File: src/rtl/pipe_pkg.sv
// pipe_pkg: shared opcodes, FSM state type and stall/flush bit positions for the hazard controller
package pipe_pkg;
  localparam logic [6:0] OP_LOAD = 7'b0000011;
  localparam logic [6:0] OP_BRANCH = 7'b1100011;
  localparam logic [6:0] OP_JAL = 7'b1101111;
  typedef enum logic [1:0] {RUN = 2'd0, FLUSH = 2'd1, MEM_WAIT = 2'd2} state_e;
  localparam int STL_PC = 0;
  localparam int STL_IFID = 1;
  localparam int STL_IDEX = 2;
  localparam int STL_EXMEM = 3;
  localparam int STL_WB = 4;
  localparam int FL_IFID = 0;
  localparam int FL_IDEX = 1;
endpackage

File: src/rtl/pipe_hazard_ctrl_if.sv
// pipe_hazard_ctrl_if: decode/EX/MEM hazard inputs and stall/flush/redirect/err/state controls; master = pipeline, slave = controller
interface pipe_hazard_ctrl_if;
  logic        id_reg1_read_i;
  logic        id_reg2_read_i;
  logic [4:0]  id_reg1_addr_i;
  logic [4:0]  id_reg2_addr_i;
  logic [6:0]  ex_aluop_i;
  logic [4:0]  ex_wd_i;
  logic        ex_wreg_i;
  logic        ex_branch_taken_i;
  logic [31:0] ex_branch_target_i;
  logic        mem_stall_req_i;
  logic [4:0]  stall_o;
  logic [1:0]  flush_o;
  logic        pc_redirect_o;
  logic [31:0] pc_target_o;
  logic        err_o;
  logic [1:0]  state_o;
  modport master (
    output id_reg1_read_i, id_reg2_read_i, id_reg1_addr_i, id_reg2_addr_i, ex_aluop_i, ex_wd_i, ex_wreg_i,
           ex_branch_taken_i, ex_branch_target_i, mem_stall_req_i,
    input  stall_o, flush_o, pc_redirect_o, pc_target_o, err_o, state_o
  );
  modport slave (
    input  id_reg1_read_i, id_reg2_read_i, id_reg1_addr_i, id_reg2_addr_i, ex_aluop_i, ex_wd_i, ex_wreg_i,
           ex_branch_taken_i, ex_branch_target_i, mem_stall_req_i,
    output stall_o, flush_o, pc_redirect_o, pc_target_o, err_o, state_o
  );
endinterface

File: src/rtl/pipe_perf_cnt.sv
// pipe_perf_cnt: wrapping counters of PC-stall cycles, flush cycles and load-use bubbles; ports clk, rst_n, event inputs, *_cnt_o
module pipe_perf_cnt (
  input  logic        clk,
  input  logic        rst_n,
  input  logic        stall_pc_i,
  input  logic        flush_i,
  input  logic        luse_i,
  output logic [31:0] stall_cnt_o,
  output logic [31:0] flush_cnt_o,
  output logic [15:0] luse_cnt_o
);
  logic [31:0] stall_q, flush_q;
  logic [15:0] luse_q;
  always_ff @(posedge clk or negedge rst_n)
    if (!rst_n) begin
      stall_q <= '0;
      flush_q <= '0;
      luse_q <= '0;
    end else begin
      stall_q <= stall_q + 32'(stall_pc_i);
      flush_q <= flush_q + 32'(flush_i);
      luse_q <= luse_q + 16'(luse_i);
    end
  assign stall_cnt_o = stall_q;
  assign flush_cnt_o = flush_q;
  assign luse_cnt_o = luse_q;
endmodule

File: src/rtl/pipe_hazard_ctrl.sv
// pipe_hazard_ctrl: load-use/branch/mem-wait hazard controller; ports clk, rst_n, hz (slave modport), perf_*_cnt_o only when PIPE_HAZARD_PERF_EN is defined
module pipe_hazard_ctrl
  import pipe_pkg::*;
#(
  parameter int FLUSH_CYCLES = 1,
  parameter int MEM_TIMEOUT = 255
) (
  input logic clk,
  input logic rst_n,
  pipe_hazard_ctrl_if.slave hz
`ifdef PIPE_HAZARD_PERF_EN
  ,
  output logic [31:0] perf_stall_cnt_o,
  output logic [31:0] perf_flush_cnt_o,
  output logic [15:0] perf_luse_cnt_o
`endif
);
  state_e state_q, state_d;
  logic [2:0] fcnt_q, fcnt_d;
  logic [15:0] tcnt_q, tcnt_d;
  logic err_q, err_d;
  logic [4:0] stall;
  logic [1:0] flush;
  logic redirect;
  logic [31:0] target;
  logic luse;
  assign luse = hz.ex_aluop_i == OP_LOAD && hz.ex_wreg_i && hz.ex_wd_i != 5'd0 &&
                ((hz.id_reg1_read_i && hz.id_reg1_addr_i == hz.ex_wd_i) ||
                 (hz.id_reg2_read_i && hz.id_reg2_addr_i == hz.ex_wd_i));
  // A MEM_WAIT cycle whose request has dropped is treated as RUN so the frozen EX instruction is re-evaluated at once.
  always_comb begin
    state_d = state_q;
    fcnt_d = fcnt_q;
    tcnt_d = tcnt_q;
    stall = '0;
    flush = '0;
    redirect = 1'b0;
    target = '0;
    if (hz.mem_stall_req_i) begin
      stall[STL_EXMEM:STL_PC] = '1;
      state_d = MEM_WAIT;
      fcnt_d = '0;
      tcnt_d = state_q != MEM_WAIT ? 16'd1 : &tcnt_q ? tcnt_q : tcnt_q + 16'd1;
    end else if (state_q == FLUSH) begin
      flush = '1;
      fcnt_d = fcnt_q - 3'd1;
      state_d = fcnt_q == 3'd1 ? RUN : FLUSH;
    end else begin
      state_d = RUN;
      tcnt_d = '0;
      if (hz.ex_branch_taken_i) begin
        redirect = 1'b1;
        target = hz.ex_branch_target_i;
        flush = '1;
        state_d = FLUSH_CYCLES > 1 ? FLUSH : RUN;
        fcnt_d = 3'(FLUSH_CYCLES - 1);
      end else if (luse) begin
        stall[STL_IFID:STL_PC] = '1;
        flush[FL_IDEX] = 1'b1;
      end
    end
    err_d = err_q | (hz.mem_stall_req_i && tcnt_d >= 16'(MEM_TIMEOUT));
  end
  always_ff @(posedge clk or negedge rst_n)
    if (!rst_n) begin
      state_q <= RUN;
      fcnt_q <= '0;
      tcnt_q <= '0;
      err_q <= 1'b0;
    end else begin
      state_q <= state_d;
      fcnt_q <= fcnt_d;
      tcnt_q <= tcnt_d;
      err_q <= err_d;
    end
  // Held low while reset is asserted so no control leaks from live inputs.
  assign hz.stall_o = rst_n ? stall : '0;
  assign hz.flush_o = rst_n ? flush : '0;
  assign hz.pc_redirect_o = rst_n & redirect;
  assign hz.pc_target_o = rst_n ? target : '0;
  assign hz.err_o = err_q;
  assign hz.state_o = state_q;
`ifdef PIPE_HAZARD_PERF_EN
  pipe_perf_cnt u_perf (
    .clk         (clk),
    .rst_n       (rst_n),
    .stall_pc_i  (stall[STL_PC]),
    .flush_i     (|flush),
    .luse_i      (flush == 2'b10),
    .stall_cnt_o (perf_stall_cnt_o),
    .flush_cnt_o (perf_flush_cnt_o),
    .luse_cnt_o  (perf_luse_cnt_o)
  );
`endif
endmodule
File: src/flat_wrapper.sv
// flat-port wrapper written by rule: the top's interface ports become plain ports
module pipe_hazard_ctrl_flat import pipe_pkg::*;
#(
  parameter int FLUSH_CYCLES = 1,
  parameter int MEM_TIMEOUT = 255
)
  (clk, rst_n, hz_id_reg1_read_i, hz_id_reg2_read_i, hz_id_reg1_addr_i, hz_id_reg2_addr_i, hz_ex_aluop_i, hz_ex_wd_i, hz_ex_wreg_i, hz_ex_branch_taken_i, hz_ex_branch_target_i, hz_mem_stall_req_i, hz_stall_o, hz_flush_o, hz_pc_redirect_o, hz_pc_target_o, hz_err_o, hz_state_o);
  pipe_hazard_ctrl_if hz_i ();
  input logic clk;
  input logic rst_n;
  input wire logic [$bits(hz_i.id_reg1_read_i)-1:0] hz_id_reg1_read_i;
  input wire logic [$bits(hz_i.id_reg2_read_i)-1:0] hz_id_reg2_read_i;
  input wire logic [$bits(hz_i.id_reg1_addr_i)-1:0] hz_id_reg1_addr_i;
  input wire logic [$bits(hz_i.id_reg2_addr_i)-1:0] hz_id_reg2_addr_i;
  input wire logic [$bits(hz_i.ex_aluop_i)-1:0] hz_ex_aluop_i;
  input wire logic [$bits(hz_i.ex_wd_i)-1:0] hz_ex_wd_i;
  input wire logic [$bits(hz_i.ex_wreg_i)-1:0] hz_ex_wreg_i;
  input wire logic [$bits(hz_i.ex_branch_taken_i)-1:0] hz_ex_branch_taken_i;
  input wire logic [$bits(hz_i.ex_branch_target_i)-1:0] hz_ex_branch_target_i;
  input wire logic [$bits(hz_i.mem_stall_req_i)-1:0] hz_mem_stall_req_i;
  output wire logic [$bits(hz_i.stall_o)-1:0] hz_stall_o;
  output wire logic [$bits(hz_i.flush_o)-1:0] hz_flush_o;
  output wire logic [$bits(hz_i.pc_redirect_o)-1:0] hz_pc_redirect_o;
  output wire logic [$bits(hz_i.pc_target_o)-1:0] hz_pc_target_o;
  output wire logic [$bits(hz_i.err_o)-1:0] hz_err_o;
  output wire logic [$bits(hz_i.state_o)-1:0] hz_state_o;
  assign hz_i.id_reg1_read_i = hz_id_reg1_read_i;
  assign hz_i.id_reg2_read_i = hz_id_reg2_read_i;
  assign hz_i.id_reg1_addr_i = hz_id_reg1_addr_i;
  assign hz_i.id_reg2_addr_i = hz_id_reg2_addr_i;
  assign hz_i.ex_aluop_i = hz_ex_aluop_i;
  assign hz_i.ex_wd_i = hz_ex_wd_i;
  assign hz_i.ex_wreg_i = hz_ex_wreg_i;
  assign hz_i.ex_branch_taken_i = hz_ex_branch_taken_i;
  assign hz_i.ex_branch_target_i = hz_ex_branch_target_i;
  assign hz_i.mem_stall_req_i = hz_mem_stall_req_i;
  assign hz_stall_o = hz_i.stall_o;
  assign hz_flush_o = hz_i.flush_o;
  assign hz_pc_redirect_o = hz_i.pc_redirect_o;
  assign hz_pc_target_o = hz_i.pc_target_o;
  assign hz_err_o = hz_i.err_o;
  assign hz_state_o = hz_i.state_o;
  pipe_hazard_ctrl #(.FLUSH_CYCLES(FLUSH_CYCLES), .MEM_TIMEOUT(MEM_TIMEOUT)) u_core (.clk(clk), .rst_n(rst_n), .hz(hz_i));
endmodule
File: config.mk
export PLATFORM = sky130hd
export DESIGN_NAME = pipe_hazard_ctrl_flat
export DESIGN_NICKNAME = d
export VERILOG_FILES = /design/src/rtl/pipe_pkg.sv /design/src/rtl/pipe_hazard_ctrl_if.sv /design/src/rtl/pipe_perf_cnt.sv /design/src/rtl/pipe_hazard_ctrl.sv /design/src/flat_wrapper.sv
export SDC_FILE = /design/constraint.sdc
export NUM_CORES = 1
export LEC_CHECK = 0
export ABC_AREA = 0
export CORE_MARGIN = 1.5
export CORE_UTILIZATION = 38
export CTS_CLUSTER_DIAMETER = 100
export DETAILED_ROUTE_END_ITERATION = 8
export PLACE_DENSITY_LB_ADDON = 0.2
export REMOVE_ABC_BUFFERS = 1
export SKIP_CTS_REPAIR_TIMING = 1
export SLEW_MARGIN = 20
export SYNTH_ARGS = -nofsm -noshare
export SYNTH_HDL_FRONTEND = slang
export SYNTH_SLANG_ARGS = --single-unit
File: constraint.sdc
create_clock -name clk -period 3.1 [get_ports clk]
set_clock_uncertainty 0.1 [all_clocks]
set_input_delay 0.62 -clock clk [delete_from_list [all_inputs] [get_ports clk]]
set_output_delay 0.62 -clock clk [all_outputs]
set_load 0.005 [all_outputs]
Yosys cells after proc, flatten, opt, wreduce, memory -nomap -nowiden
Index checks and enable logic that the tools add are counted.
Widths: inputs -> output; s select.

word-level totals
  memories kept = 0
  output and inout bits = 43
  latch bits = 0
  flip-flop bits (word level) = 22
  ROM bits = 0
  RAM bits = 0

operators by class
  reductions and logical operators = 10
  bitwise logic cells = 2
  div/mod/pow operators = 0
  $lt $le $gt $ge = 1
  multiply operators = 0
  shift-type cells = 0
  equality and inequality tests = 6
  muxes and demuxes = 28
  $add $sub $neg = 2

operators with widths
  operator               number
  $mux 32                4
  $mux 16                4
  $mux 2                 10
  $add 16x1->16 const B  1
  $ge 16x8->1 const B    1
  $reduce_and 16->1      1
  $eq 5x5->1             2
  $mux 3                 3
  $eq 7x2->1 const B     1
  $logic_and 1x1->1      6
  $mux 1                 6
  $reduce_bool 5->1      1
  $mux 4                 1
  $eq 3x1->1 const B     1
  $reduce_bool 3->1      1
  $sub 3x1->3 const B    1
  $eq 2x1->1 const B     1
  $ne 2x2->1 const B     1
  $and 1x1->1            1
  $logic_or 1x1->1       1
  $or 1x1->1             1

Longest topological paths before layout
  depth after elaboration = 9
  mapped depth = 9

Least setup slack after synthesis
Ideal clock, no wire load.

  path type = input-to-output
  from = in hz_ex_wd_i[0]
  to = out hz_stall_o[1]
  required time = 2380 ps
  arrival = 1719 ps
  stages = 5
  setup slack = 661 ps
  path through = or4_1 o2111ai_1 nor3_1 o21a_1 buf_4

on the way
  cells in the longest elaborated chain, start to end = 9

RTL lines
  element                               line                                            RTL
  start, declared                       flat_wrapper.sv:16                              input wire logic [$bits(hz_i.ex_wd_i)-1:0] hz_ex_wd_i;
  $eq 5x5->1 (on tied branches)         pipe_hazard_ctrl.sv:28, pipe_hazard_ctrl.sv:29
  $logic_and 1x1->1 (on tied branches)  pipe_hazard_ctrl.sv:28, pipe_hazard_ctrl.sv:29
  $logic_or 1x1->1                      pipe_hazard_ctrl.sv:28                          ((hz.id_reg1_read_i && hz.id_reg1_addr_i == hz.ex_wd_i) ||
  $logic_and 1x1->1 *                   pipe_hazard_ctrl.sv:27                          assign luse = hz.ex_aluop_i == OP_LOAD && hz.ex_wreg_i && hz.ex_wd_i != 5'd0 &&
  $mux 2 *                              pipe_hazard_ctrl.sv:57                          end else if (luse) begin
  $mux 2 *                              pipe_hazard_ctrl.sv:51                          if (hz.ex_branch_taken_i) begin
  $mux 2 *                              pipe_hazard_ctrl.sv:44                          end else if (state_q == FLUSH) begin
  $mux 2 *                              pipe_hazard_ctrl.sv:39                          if (hz.mem_stall_req_i) begin
  $mux 4 *                              pipe_hazard_ctrl.sv:77                          assign hz.stall_o = rst_n ? stall : '0;
  end, declared                         flat_wrapper.sv:21                              output wire logic [$bits(hz_i.stall_o)-1:0] hz_stall_o;

Mark *: on every way between the ends. The rest lies on a longest branch, timed or not.

Final worst setup path
  from = in hz_mem_stall_req_i
  to = out hz_pc_target_o[30]

on the way
  cells in the longest elaborated chain, start to end = 2

RTL lines
  element          line                    RTL
  start, declared  flat_wrapper.sv:20      input wire logic [$bits(hz_i.mem_stall_req_i)-1:0] hz_mem_stall_req_i;
  $mux 32          pipe_hazard_ctrl.sv:39
  $mux 32          pipe_hazard_ctrl.sv:80  assign hz.pc_target_o = rst_n ? target : '0;
  end, declared    flat_wrapper.sv:24      output wire logic [$bits(hz_i.pc_target_o)-1:0] hz_pc_target_o;

No other way between the ends.

==> metrics.md <==
| Metric | Value |
|---|---|
| Status | `finished, final reports clean` |
| Post-route minimum period | `about 3100 ps` |
| Final setup vio count | `0` |
| Vias | `just over 2000` |
| Antenna cells | `0` |
| Final WS setup | `around 38 ps` |
| Sequential element share of the synthesized area | `a little under a third` |
| Yosys reg bits | `22` |
| Fin util | `70.52%` |
| Fin crit share | `a little under 100%` |
| Core area | `about 4400 sq um` |
| Die H | `71.11 um` |
| Post-synth ARST share | `100.0%` |
| CP Launch Point | `hz_mem_stall_req_i` |
| FILL cells | `around 340` |
| Final Hold Viols | `0` |
| Via-to-Cell Ratio | `between 5 and 6` |
| Gr ovfl total | `0` |
| WS Path Type | `input port to output pin` |
| CTS root buf | `clkbuf_8` |
| Syn-to-layout area delta | `76.58%` |
| TritonCTS clock tree | `done` |
| Total power | `about 750 uW` |
| FF-to-FF path depth | `8` |
| HPWL after DPL | `4310 um` |
| Crit end category | `output pin` |
| CTS clock-pin slew for the worst setup and hold paths | `about 90 ps` |
| CP Max Fanout | `8` |
| Routability cong. | `0.9047` |
| Drt pass-1 iters | `4` |
| Fmax | `0.3266 GHz` |
| H-tree depth | `1` |
| Mapped Avg Cell Area | `slightly above 8 sq um` |
| Clock Latency Late Sink | `between 200 and 300 ps` |
| Measured slew at the worst slew-check pin | `roughly 700 ps` |
| Worst path required time | `2380 ps` |
| EDFF count, synth | `0` |
| Post-synth top area share | `31.23%` |
| Final instance area | `just over 3000 sq um` |
| Top Ports | `between 100 and 150` |
| Post-Syn Area | `between 1500 and 2000 sq um` |
| Top_reg_cell synth | `dfrtp_1` |
| Pwr dens | `approximately 240 nW/um^2` |
| Cells after Synth | `between 200 and 250` |
| Row count | `24` |
| Initial Util | `39.94%` |
| Post-synth cell types | `54` |
| Starting DRC count in detailed routing | `74` |
| Biggest area consumer among synthesized cells | `dfrtp_1` |
| Tot GR Track Use | `21.49%` |
| FF-to-FF End | `u_core.hz.err_o$_DFF_PN0_` |
| Worst r2r src | `u_core.tcnt_q[0]$_DFF_PN0_` |
| # nets final | `a little under 400` |
| Synth area leaders | `dfrtp_1 (31%), and2_1 (12%), xor2_1 (4.5%)` |
| Setup crit end | `hz_pc_target_o[30]` |
| Largest net degree at the start of global routing | `34` |
| Inserted Clock Buffers | `3` |
| CTS Buffer Depth | `2` |
| Number of remaining DRC errors | `0` |
| Layout cells sized above 1 | `a little under an eighth` |
| CP Data Arrival Time | `2340 ps` |
| Startpoint type of the worst setup path | `input port` |
| Max_slew headroom | `53.48%` |
| Number of max-cap violations | `0` |
| Global-route wire length before repair | `8804 um` |
| DR WL/cell | `between 15 and 20 um` |
| Initial antenna violation count | `0` |
| Number of global-route vias before repair | `1964` |
| Dpl cell area | `between 2000 and 3000 sq um` |
| Leak Pwr | `about 0.0013 uW` |
| FF-to-FF setup slack | `around 540 ps` |
| DIE WIDTH | `71.11 um` |
| Synthesis Warnings | `0` |
| WL final | `5759 um` |
| DRT antenna net count | `0` |
| Dpl ws | `-366.2 ps` |
| Buffers on Ports | `~100` |
| Final hold slack | `333.4 ps` |
| HP Class | `input port to async pin` |
| Sink Count | `22` |
| Die area | `about 5100 sq um` |
| Maximum VDD drop | `0.1491 mV` |
| Max-slew violations | `0` |
[synthesized netlist by cell type (3+ instances only)]
| library cell | count |
|---|---|
| a21oi_1 | 12 |
| a31oi_1 | 5 |
| and2_1 | 34 |
| buf_4 | 3 |
| clkbuf_1 | 7 |
| dfrtp_1 | 22 |
| ha_1 | 3 |
| inv_1 | 4 |
| nand2_1 | 15 |
| nand3_1 | 14 |
| nand4_1 | 5 |
| nor2_1 | 13 |
| nor3_1 | 7 |
| nor4_1 | 4 |
| o21ai_0 | 7 |
| xor2_1 | 9 |
[metal layers]
layer,up-vias,track usage (%),part of all wire (%)
met2,78,37.80,51
met1,970,28.46,42
li1,998,-,-
met5,-,0,0
met3,6,3.419,5.9
met4,0,3.145,1.1
[layout make-up]
cell class | instances | area [sq um] | share of cell area (%)
clock buffer | 3 | 41.29 | 1.326
clock inverter | 1 | 30.03 | 0.9646
inverter | 4 | 15.01 | 0.4823
multi-input combinational | 175 | 1160 | 37.26
sequential | 22 | 550.5 | 17.68
tap | 52 | 65.06 | 2.090
timing repair buffer | 120 | 1251 | 40.19
[where the power goes]
| group | leakage, uW | switching, uW | internal (uW) | total [uW] |
|---|---|---|---|---|
| Sequential | 0.000303 | 4.60 | 289 | 294 |
| Clock | 0.0000357 | 97.9 | 173 | 271 |
| Combinational | 0.000995 | 60.4 | 126 | 187 |
[logic make-up after synthesis]
kind of cell / synth area share [%]
AOI/OAI and AO/OA: 16.47
xor gates and xnor gates: 5.465
adders and majority gates: 2.129
buffers and inverters: 4.542
DFF: 31.23
other: 0.2127
and+or+nand+nor: 39.96
[placed cells by master (no fill, tap or decap), drive strengths merged, types with 7 or more instances in the layout]
cell type,instances
clkdlybuf4s50,92
and2,34
dfrtp,22
nand2,15
nand3,15
buf,15
nor2,13
a21oi,12
xor2,9
dlymetal6s2s,9
nor3,8
o21ai,7
clkbuf,7
[per-stage QoR]
step	instances	TNS, ps
3_3_place_gp	368	-795.4
4_1_cts	372	-999.1
5_1_grt	377	-177.0
2_1_floorplan	201	0
6_report	377	0
3_5_place_dp	368	-964.9
[how the worst min path moves through the flow]
stage                                    to  slack (ps)  depth (start not counted)
6_report        u_core.tcnt_q[14]$_DFF_PN0_         330                          2
3_5_place_dp   u_core.fcnt_q[1]$_DFFE_PN0P_         430                          2
4_1_cts        u_core.fcnt_q[1]$_DFFE_PN0P_         450                          2
5_1_grt         u_core.tcnt_q[12]$_DFF_PN0_         380                          2
2_1_floorplan  u_core.fcnt_q[0]$_DFFE_PN0P_         220                          0
3_3_place_gp   u_core.fcnt_q[1]$_DFFE_PN0P_         410                          2
[worst max-delay path: stages]
cell             delay (ps)
clkdlybuf4s50_1         410
nand2b_1                200
nor3_4                  170
buf_12                  150
clkbuf_16               140
and2_1                  120
clkdlybuf4s50_1         530
[registers in the layout, indices dropped and copies added (netlist names)]
signal and flops:
u_core.hz.err_o 1, u_core.fcnt_q 3, u_core.hz.state_o 2, u_core.tcnt_q 16
Power figures use the tool's default switching activity.
